--- src/rtl/clk_gate_ctrl_if.sv ---
// Handshake between the clock-gating controller and its gated domain.
// The controller is the slave modport; the domain side (or a bench) is the master.
interface clk_gate_ctrl_if;
    logic busy_i;
    logic req_valid_i;
    logic req_ready_o;
    logic sleep_req_o;
    logic sleep_ack_i;

    modport master (
        output busy_i,
        output req_valid_i,
        output sleep_ack_i,
        input  req_ready_o,
        input  sleep_req_o
    );

    modport slave (
        input  busy_i,
        input  req_valid_i,
        input  sleep_ack_i,
        output req_ready_o,
        output sleep_req_o
    );
endinterface

--- src/rtl/clk_gate_ctrl.sv ---
// Idle-driven clock-gating controller for one gated GPU clock domain.
// Detects sustained idleness, runs a sleep req/ack handshake, drops the
// clock-gate enable, and on new work re-enables the clock and holds off
// requesters for WAKE_CYCLES settling cycles.
// Optional macro CLK_GATE_STATS_EN adds a wrapping gated-cycle counter;
// without it gated_cycles_o is tied to zero.
module clk_gate_ctrl #(
    parameter int unsigned IDLE_CNT_W  = 8,
    parameter int unsigned WAKE_CYCLES = 2,
    parameter int unsigned STATS_W     = 32
) (
    input  logic                  clk_i,
    input  logic                  rst_i,
    input  logic [IDLE_CNT_W-1:0] idle_thr_i,
    input  logic                  force_on_i,
    clk_gate_ctrl_if.slave        hs,
    output logic                  clk_en_o,
    output logic                  gated_o,
    output logic [STATS_W-1:0]    gated_cycles_o
);

    localparam int unsigned WAKE_W = 4;
    localparam logic [WAKE_W-1:0] WAKE_LOAD = WAKE_W'(WAKE_CYCLES - 1);

    typedef enum logic [1:0] {
        RUN       = 2'd0,
        SLEEP_REQ = 2'd1,
        GATED     = 2'd2,
        WAKE      = 2'd3
    } state_t;

    state_t                state_q, state_nxt;
    logic [IDLE_CNT_W-1:0] idle_cnt_q, idle_cnt_nxt;
    logic [WAKE_W-1:0]     wake_cnt_q, wake_cnt_nxt;
    logic                  clk_en_nxt, gated_nxt, ready_nxt, sleep_req_nxt;

    logic                  idle;
    logic                  wake_evt;
    logic [IDLE_CNT_W-1:0] thr_m1;

    assign idle     = !hs.busy_i && !hs.req_valid_i && !force_on_i;
    assign wake_evt = hs.req_valid_i || hs.busy_i || force_on_i;
    assign thr_m1   = idle_thr_i - IDLE_CNT_W'(1);

    // State, counters and registered outputs; reset forces the clock on.
    always_ff @(posedge clk_i or posedge rst_i) begin
        if (rst_i) begin
            state_q        <= RUN;
            idle_cnt_q     <= '0;
            wake_cnt_q     <= '0;
            clk_en_o       <= 1'b1;
            gated_o        <= 1'b0;
            hs.req_ready_o <= 1'b1;
            hs.sleep_req_o <= 1'b0;
        end else begin
            state_q        <= state_nxt;
            idle_cnt_q     <= idle_cnt_nxt;
            wake_cnt_q     <= wake_cnt_nxt;
            clk_en_o       <= clk_en_nxt;
            gated_o        <= gated_nxt;
            hs.req_ready_o <= ready_nxt;
            hs.sleep_req_o <= sleep_req_nxt;
        end
    end

    // Next-state, counter updates and next output values.
    always_comb begin
        state_nxt    = state_q;
        idle_cnt_nxt = idle_cnt_q;
        wake_cnt_nxt = wake_cnt_q;

        case (state_q)
            RUN: begin
                if (idle_thr_i == '0 || !idle) begin
                    idle_cnt_nxt = '0;
                end else if (idle_cnt_q >= thr_m1) begin
                    // >= covers a threshold lowered below the running count
                    state_nxt    = SLEEP_REQ;
                    idle_cnt_nxt = '0;
                end else if (idle_cnt_q != '1) begin
                    idle_cnt_nxt = idle_cnt_q + IDLE_CNT_W'(1);
                end
            end
            SLEEP_REQ: begin
                idle_cnt_nxt = '0;
                if (!idle) begin
                    state_nxt = RUN;
                end else if (hs.sleep_ack_i) begin
                    state_nxt = GATED;
                end
            end
            GATED: begin
                idle_cnt_nxt = '0;
                if (wake_evt) begin
                    state_nxt    = WAKE;
                    wake_cnt_nxt = WAKE_LOAD;
                end
            end
            WAKE: begin
                idle_cnt_nxt = '0;
                if (wake_cnt_q == '0) begin
                    state_nxt = RUN;
                end else begin
                    wake_cnt_nxt = wake_cnt_q - WAKE_W'(1);
                end
            end
            default: begin
                state_nxt    = RUN;
                idle_cnt_nxt = '0;
                wake_cnt_nxt = '0;
            end
        endcase

        clk_en_nxt    = (state_nxt != GATED);
        gated_nxt     = (state_nxt == GATED);
        ready_nxt     = (state_nxt == RUN) || (state_nxt == SLEEP_REQ);
        sleep_req_nxt = (state_nxt == SLEEP_REQ);
    end

`ifdef CLK_GATE_STATS_EN
    // Count cycles in which the registered gated status is high.
    always_ff @(posedge clk_i or posedge rst_i) begin
        if (rst_i) begin
            gated_cycles_o <= '0;
        end else if (gated_o) begin
            gated_cycles_o <= gated_cycles_o + STATS_W'(1);
        end
    end
`else
    assign gated_cycles_o = '0;
`endif

endmodule

--- src/flat_wrapper.sv ---
// flat-port wrapper written by rule: the top's interface ports become plain ports
module clk_gate_ctrl_flat 
#(
    parameter int unsigned IDLE_CNT_W  = 8,
    parameter int unsigned WAKE_CYCLES = 2,
    parameter int unsigned STATS_W     = 32
)
  (clk_i, rst_i, idle_thr_i, force_on_i, clk_en_o, gated_o, gated_cycles_o, hs_busy_i, hs_req_valid_i, hs_sleep_ack_i, hs_req_ready_o, hs_sleep_req_o);
  clk_gate_ctrl_if hs_i ();
  input  logic clk_i;
  input  logic rst_i;
  input  logic [IDLE_CNT_W-1:0] idle_thr_i;
  input  logic force_on_i;
  output logic clk_en_o;
  output logic gated_o;
  output logic [STATS_W-1:0] gated_cycles_o;
  input wire logic [$bits(hs_i.busy_i)-1:0] hs_busy_i;
  input wire logic [$bits(hs_i.req_valid_i)-1:0] hs_req_valid_i;
  input wire logic [$bits(hs_i.sleep_ack_i)-1:0] hs_sleep_ack_i;
  output wire logic [$bits(hs_i.req_ready_o)-1:0] hs_req_ready_o;
  output wire logic [$bits(hs_i.sleep_req_o)-1:0] hs_sleep_req_o;
  assign hs_i.busy_i = hs_busy_i;
  assign hs_i.req_valid_i = hs_req_valid_i;
  assign hs_i.sleep_ack_i = hs_sleep_ack_i;
  assign hs_req_ready_o = hs_i.req_ready_o;
  assign hs_sleep_req_o = hs_i.sleep_req_o;
  clk_gate_ctrl #(.IDLE_CNT_W(IDLE_CNT_W), .WAKE_CYCLES(WAKE_CYCLES), .STATS_W(STATS_W)) u_core (.clk_i(clk_i), .rst_i(rst_i), .idle_thr_i(idle_thr_i), .force_on_i(force_on_i), .hs(hs_i), .clk_en_o(clk_en_o), .gated_o(gated_o), .gated_cycles_o(gated_cycles_o));
endmodule
--- config.mk ---
export PLATFORM = sky130hd
export DESIGN_NAME = clk_gate_ctrl_flat
export DESIGN_NICKNAME = d
export VERILOG_FILES = /design/src/rtl/clk_gate_ctrl_if.sv /design/src/rtl/clk_gate_ctrl.sv /design/src/flat_wrapper.sv
export SDC_FILE = /design/constraint.sdc
export NUM_CORES = 1
export LEC_CHECK = 0
export ABC_CLOCK_PERIOD_IN_PS = 2500
export CAP_MARGIN = 15
export CORE_MARGIN = 2
export CORE_UTILIZATION = 25
export CTS_CLUSTER_DIAMETER = 80
export DETAILED_ROUTE_END_ITERATION = 12
export HOLD_SLACK_MARGIN = 0.06
export PLACE_DENSITY = 0.59
export SLEW_MARGIN = 20
export SYNTH_ARGS = -nofsm -noshare
export SYNTH_HDL_FRONTEND = slang
export SYNTH_SLANG_ARGS = --single-unit
--- constraint.sdc ---
create_clock -name clk_i -period 2.5 [get_ports clk_i]
set_clock_uncertainty 0.15 [all_clocks]
set_input_delay 0.5 -clock clk_i [delete_from_list [all_inputs] [get_ports clk_i]]
set_output_delay 0.5 -clock clk_i [all_outputs]
set_load 0.1 [all_outputs]
Yosys cells after proc, flatten, opt, wreduce, memory -nomap -nowiden
Cells that the tools add are included.
{"block": "op_classes", "n_lt_le_gt_ge": 1, "n_eq_ne": 10, "addsub": 3, "n_reduce_logical": 17, "n_mux": 14}
{"cell": "$mux W8", "n": 3}
{"cell": "$pmux W8 S2", "n": 1}
{"cell": "$mux W2", "n": 6}
{"cell": "$add A8 B1 Y8 const B", "n": 1}
{"cell": "$ge A8 B8 Y1", "n": 1}
{"cell": "$logic_not A8 Y1", "n": 1}
{"cell": "$mux W4", "n": 2}
{"cell": "$ne A8 B8 Y1 const B", "n": 1}
{"cell": "$pmux W2 S4", "n": 1}
{"cell": "$pmux W4 S2", "n": 1}
{"cell": "$sub A8 B1 Y8 const B", "n": 1}
{"cell": "$eq A2 B2 Y1 const B", "n": 3}
{"cell": "$eq A2 B1 Y1 const B", "n": 2}
{"cell": "$logic_not A1 Y1", "n": 4}
{"cell": "$logic_not A2 Y1", "n": 2}
{"cell": "$logic_not A4 Y1", "n": 1}
{"cell": "$logic_or A1 B1 Y1", "n": 4}
{"cell": "$ne A2 B2 Y1 const B", "n": 2}
{"cell": "$ne A4 B1 Y1 const B", "n": 1}
{"cell": "$sub A4 B1 Y4 const B", "n": 1}
{"cell": "$reduce_and A3 Y1", "n": 1}
{"cell": "$reduce_or A3 Y1", "n": 1}
{"cell": "$logic_and A1 B1 Y1", "n": 2}
{"cell": "$ne A2 B1 Y1 const B", "n": 1}
{"cell": "$reduce_bool A2 Y1", "n": 1}
{"block": "totals", "elab_cells": 52, "in_bits": 14, "output_inout_bits": 36, "reg_bits": 18}

Longest topological paths before layout
{"block": "logic_depth", "depth_word": 9, "ltp_mapped": 9, "depth_no_buf": 9}

Worst setup path after synthesis
No wires, ideal clock.
{"block": "synth_path", "kind": "input to register", "startpoint": "in idle_thr_i[1]", "endpoint": "reg u_core.gated_o", "slack_ns": -0.120, "path_buffers": 0, "required_ns": 2.283, "stages": 9, "t_arrival_ns": 2.403, "setup_time_ns": 0.067, "cell_sequence": "nor3_1 -> nand2_1 -> nor3_1 -> xnor2_1 -> ha_1 -> a21oi_1 -> o21ai_0 -> a211oi_1 -> and3_1"}
{"block": "synth_via", "elab_chain_len": 6, "elab_cells_between_ends": 8, "cone_classes": "add/sub (1); order compare (1); eq/ne (1); mux (3); reduce/logical (2)"}
{"item": "start: declaration", "line_no": "flat_wrapper.sv:12", "source": "input logic [IDLE_CNT_W-1:0] idle_thr_i;"}
{"item": "$sub A8 B1 Y8", "line_no": "clk_gate_ctrl.sv:43", "source": "assign thr_m1 = idle_thr_i - IDLE_CNT_W'(1);"}
{"item": "$ge A8 B8 Y1", "line_no": "clk_gate_ctrl.sv:76", "source": "end else if (idle_cnt_q >= thr_m1) begin"}
{"item": "$mux W2", "line_no": "clk_gate_ctrl.sv:76"}
{"item": "$mux W2 (*)", "line_no": "clk_gate_ctrl.sv:74", "source": "if (idle_thr_i == '0 || !idle) begin"}
{"item": "$pmux W2 S4 (*)", "line_no": "clk_gate_ctrl.sv:72", "source": "case (state_q)"}
{"item": "$eq A2 B2 Y1 (*)", "line_no": "clk_gate_ctrl.sv:115", "source": "gated_nxt = (state_nxt == GATED);"}
{"item": "via u_core.gated_nxt", "line_no": "clk_gate_ctrl.sv:35", "source": "logic clk_en_nxt, gated_nxt, ready_nxt, sleep_req_nxt;"}
{"item": "end signal: assignment", "line_no": "clk_gate_ctrl.sv:60", "source": "gated_o <= gated_nxt;"}
{"item": "end: declaration", "line_no": "clk_gate_ctrl.sv:18", "source": "output logic gated_o,"}
The timed path passes the listed nets; every way through them passes the cells marked *.
A chain may end at the register's enable or synchronous reset.

Final worst setup path
{"block": "layout_path", "startpoint": "in idle_thr_i[2]", "endpoint": "reg u_core.gated_o"}
Same word-level chain as after synthesis.

==> results.md <==
* Initial antenna violation count at 0
* Status: finished clean
* Final Slew Violations at 0
* Via density at 4.150
* Pin count of the biggest net entering global routing at 19
* GRT Util Overall at 8.563%
* Std-Cell Rows at 28
* R2R Path Start: u_core.wake_cnt_q[0]
* Post-DP HPWL at 2162 µm
* Buffers & Inverters on Critical Path at 1
* Top-Level Pins at 50
* Worst reg-to-reg setup slack at 0.58 ns
* Hold Crit Class: reg -> reg
* Flops & latches, synth at 18
* Util after Layout at 31.22%
* Die W at 80.98 µm
* Number of flops mapped to enable cells by yosys at 0
* Final hold vios at 0
* First-pass GRT wire length at 4402 µm
* Remaining DRCs at 0
* Max Clk Rate at 0.4286 GHz
* Final ANT Viol Nets at 0
* Fin crit share at 93.32%
* CTS max path bufs at 2
* Starting Density at 25.47%
* Crit path top cell by count: nor3_2
* Asr flop ratio synth at 100.0%
* Share of cells above drive strength 1 at 23.96%
* Critical path arrival at 2.37 ns
* Count of input and output buffers at 17
* Setup TNS at 0 ns
* Hold Startpoint: u_core.wake_cnt_q[3]
* Hold Path Sink: u_core.wake_cnt_q[3]
* Crit-path slowest cell: a211oi_2
* CTS tree: done
* R2r endpoint: u_core.gated_o
* Vias at 1108
* Largest stage delay, worst path at 0.31 ns
* Diode count at 0
* Clock Latency Late Sink at 0.25 ns
* Crit Path Class: in -> reg
* Reg2Reg Depth at 6
* Drt total wl at 2710 µm
* Clock period minus worst slack at 2.333 ns
* Startpoint type of the worst setup path: primary input
* Dominant register cell in the synthesized netlist: dfrtp_1
* Core area at 5816 µm²
* CP required at 2.54 ns
* Setup violations, final at 0
* Final Wtd Congestion at 0.7377
* Cell Chain, Critical Path: dlygate4sd2_1 -> nor3_2 -> nand2_2 -> nor3_2 -> xnor2_1 -> ha_1 -> a21oi_2 -> o21ai_1 -> a211oi_2 -> and3_1
* Synth Instances at 159
* DR iter-0 viols at 29
* Htree depth at 1
* Max Fanout on Critical Path at 4
* Total grt overflow at 0
* Slew @ Worst Pin at 0.6856 ns
* Die area at 6558 µm²
* Area Overhead vs Synth at 22.55%
* Wire per inst at 10.15 µm
* Worst rel slew slack at 54.25%
* Drt pass-1 iters at 4
* Ys Warns at 0
* Vias in the first global route at 980
* Reg clk slew, reported paths at 0.06 ns
* Crit. End Element: flop
* Unrepaired setup endpoints after global routing: false
* Nets at 220
* Netlist Area Pre-Place at 1481 µm²
* Power density cells at 779.2 nW/µm²
* Clock root buffer master: clkbuf_8
* Mean Syn Cell Area at 9.317 µm²
* Max VDD drop at 0.0005927 V
* Synth cell types at 37
* CTS buffer count at 3
* Seq/Total Area, Yosys at 30.57%
* WHS Path Cells at 2
* CP delay by family, top: simple AND/OR/NAND/NOR gates
* CTS Sinks at 18
* Die H at 80.98 µm
* Max-cap viol count at 0
* Leakage power figure at 0.8354 nW
layer usage:
layer | track usage (%) | wire [µm] | vias up
li1 | - | - | 561
met1 | 10.78 | 1231 | 515
met2 | 14.30 | 1322 | 30
met3 | 3.000 | 144 | 2
met4 | 1.525 | 12 | 0
met5 | 0 | 0 | -
Yosys cell counts, types with 2 or more instances:
library cell  number  area share, %
a31oi_1            2           0.84
nor3b_1            5            2.5
nor2_1             9            2.3
buf_4             32             16
nor3_1            10            3.4
mux2i_1            2            1.4
or2_2              2           0.84
or3_1              2           0.84
dfstp_2            2            3.5
nand2b_1           2           0.84
nand3b_1           2            1.0
inv_1              9            2.3
xnor2_1            8            4.7
a21oi_1            7            2.4
ha_1              13             11
nand2_1            7            1.8
o22ai_1            2           0.84
nand4_1            3            1.3
dfrtp_1           16             27
nor4_2             2            1.7
xor2_1             2            1.2
nand3_1            4            1.4
o21ai_0            2           0.68
how the worst max path moves through the flow:
stage	cells after the start	from	endpoint	slack, ns
floorplan	9	idle_thr_i[1]	u_core.gated_o	0.04
CTS	10	idle_thr_i[1]	u_core.idle_cnt_q[5]	0.02
finish	10	idle_thr_i[2]	u_core.gated_o	0.17
global route	10	idle_thr_i[2]	u_core.gated_o	0.05
detailed placement	10	idle_thr_i[1]	u_core.gated_o	-0.40
global placement	10	idle_thr_i[0]	u_core.gated_o	-0.41
where the power goes:
| part | switching [W] | internal [W] | total, W |
|---|---|---|---|
| sequential | 0.0000478 | 0.000370 | 0.000418 |
| combinational | 0.000582 | 0.000185 | 0.000767 |
| clock | 0.0000901 | 0.000140 | 0.000230 |
| total | 0.000720 | 0.000695 | 0.00141 |
layout make-up:
type                    count  area [µm²]
fillers                   617        4000
well taps                  75       93.84
clock buffers               4       55.05
multi-input cells         131       914.6
flip-flops and latches     18       452.9
repair buffers             30       265.3
inverters                   9       33.78
what timing repair did:
| action | CTS | global route |
|---|---|---|
| gates resized for setup | 9 | 8 |
| hold buffers | 0 | 0 |
| setup endpoints to repair | 12 | 12 |
| cloned | 0 | 0 |
| setup buffers | 1 | 1 |
| endpoints found under the hold margin | 0 | 0 |
| pin swaps | 10 | 14 |
layout by cell type, fill, tap and decap left out, types with 2 or more instances in the layout:
cell             instances
a21oi_1                  5
a21oi_2                  2
a31oi_1                  2
buf_4                   17
clkbuf_8                 4
clkdlybuf4s50_1          7
conb_1                  32
dfrtp_1                 16
dfstp_2                  2
dlygate4sd2_1            2
dlymetal6s2s_1           4
ha_1                    12
inv_1                    9
mux2i_1                  2
nand2_1                  5
nand2_2                  2
nand2b_1                 2
nand3_1                  4
nand3b_1                 2
nand4_1                  3
nor2_1                   8
nor3_1                   7
nor3_2                   3
nor3b_1                  4
nor4_2                   2
o22ai_1                  2
or2_2                    2
or3_1                    2
xnor2_1                  8
xor2_1                   2
cells by family (layout without fill, tap and decap cells):
group,after synthesis,count (layout),share of synthesized area (%)
mux,3,3,2.111
fa+ha+maj,13,13,10.98
other cells,1,32,0.2531
xor+xnor,10,10,5.913
simple gates,53,53,21.03
buf+inv,41,43,18.50
compound gates,20,20,10.64
flops,18,18,30.57
flip-flops by register name (all words and copies together) (netlist names):
name	count
u_core.clk_en_o	1
u_core.gated_o	1
u_core.hs.req_ready_o	1
u_core.hs.sleep_req_o	1
u_core.idle_cnt_q	8
u_core.state_q	2
u_core.wake_cnt_q	4
stage by stage:
stage | area, µm² | hold slack, ns | setup WS, ns | instances | total power, W
CTS | 1785 | 0.4153 | 0.02217 | 266 | 0.001430
global placement | 1703 | 0.4006 | -0.4150 | 261 | 0.001187
global route | 1815 | 0.4571 | 0.05340 | 267 | 0.001502
finish | 1815 | 0.4127 | 0.1669 | 267 | 0.001415
detailed placement | 1703 | 0.4071 | -0.3979 | 261 | 0.001192
floorplan | 1607 | 0.2871 | 0.03560 | 190 | 0.001090
worst register-to-register path, stage by stage (launching register included):
cell	delay, ns
dfrtp_1	0.37
inv_1	0.10
ha_1	0.14
nor3b_1	0.41
o22ai_1	0.23
a211oi_2	0.28
and3_1	0.19
No activity file was read; power rests on OpenSTA's default activity.
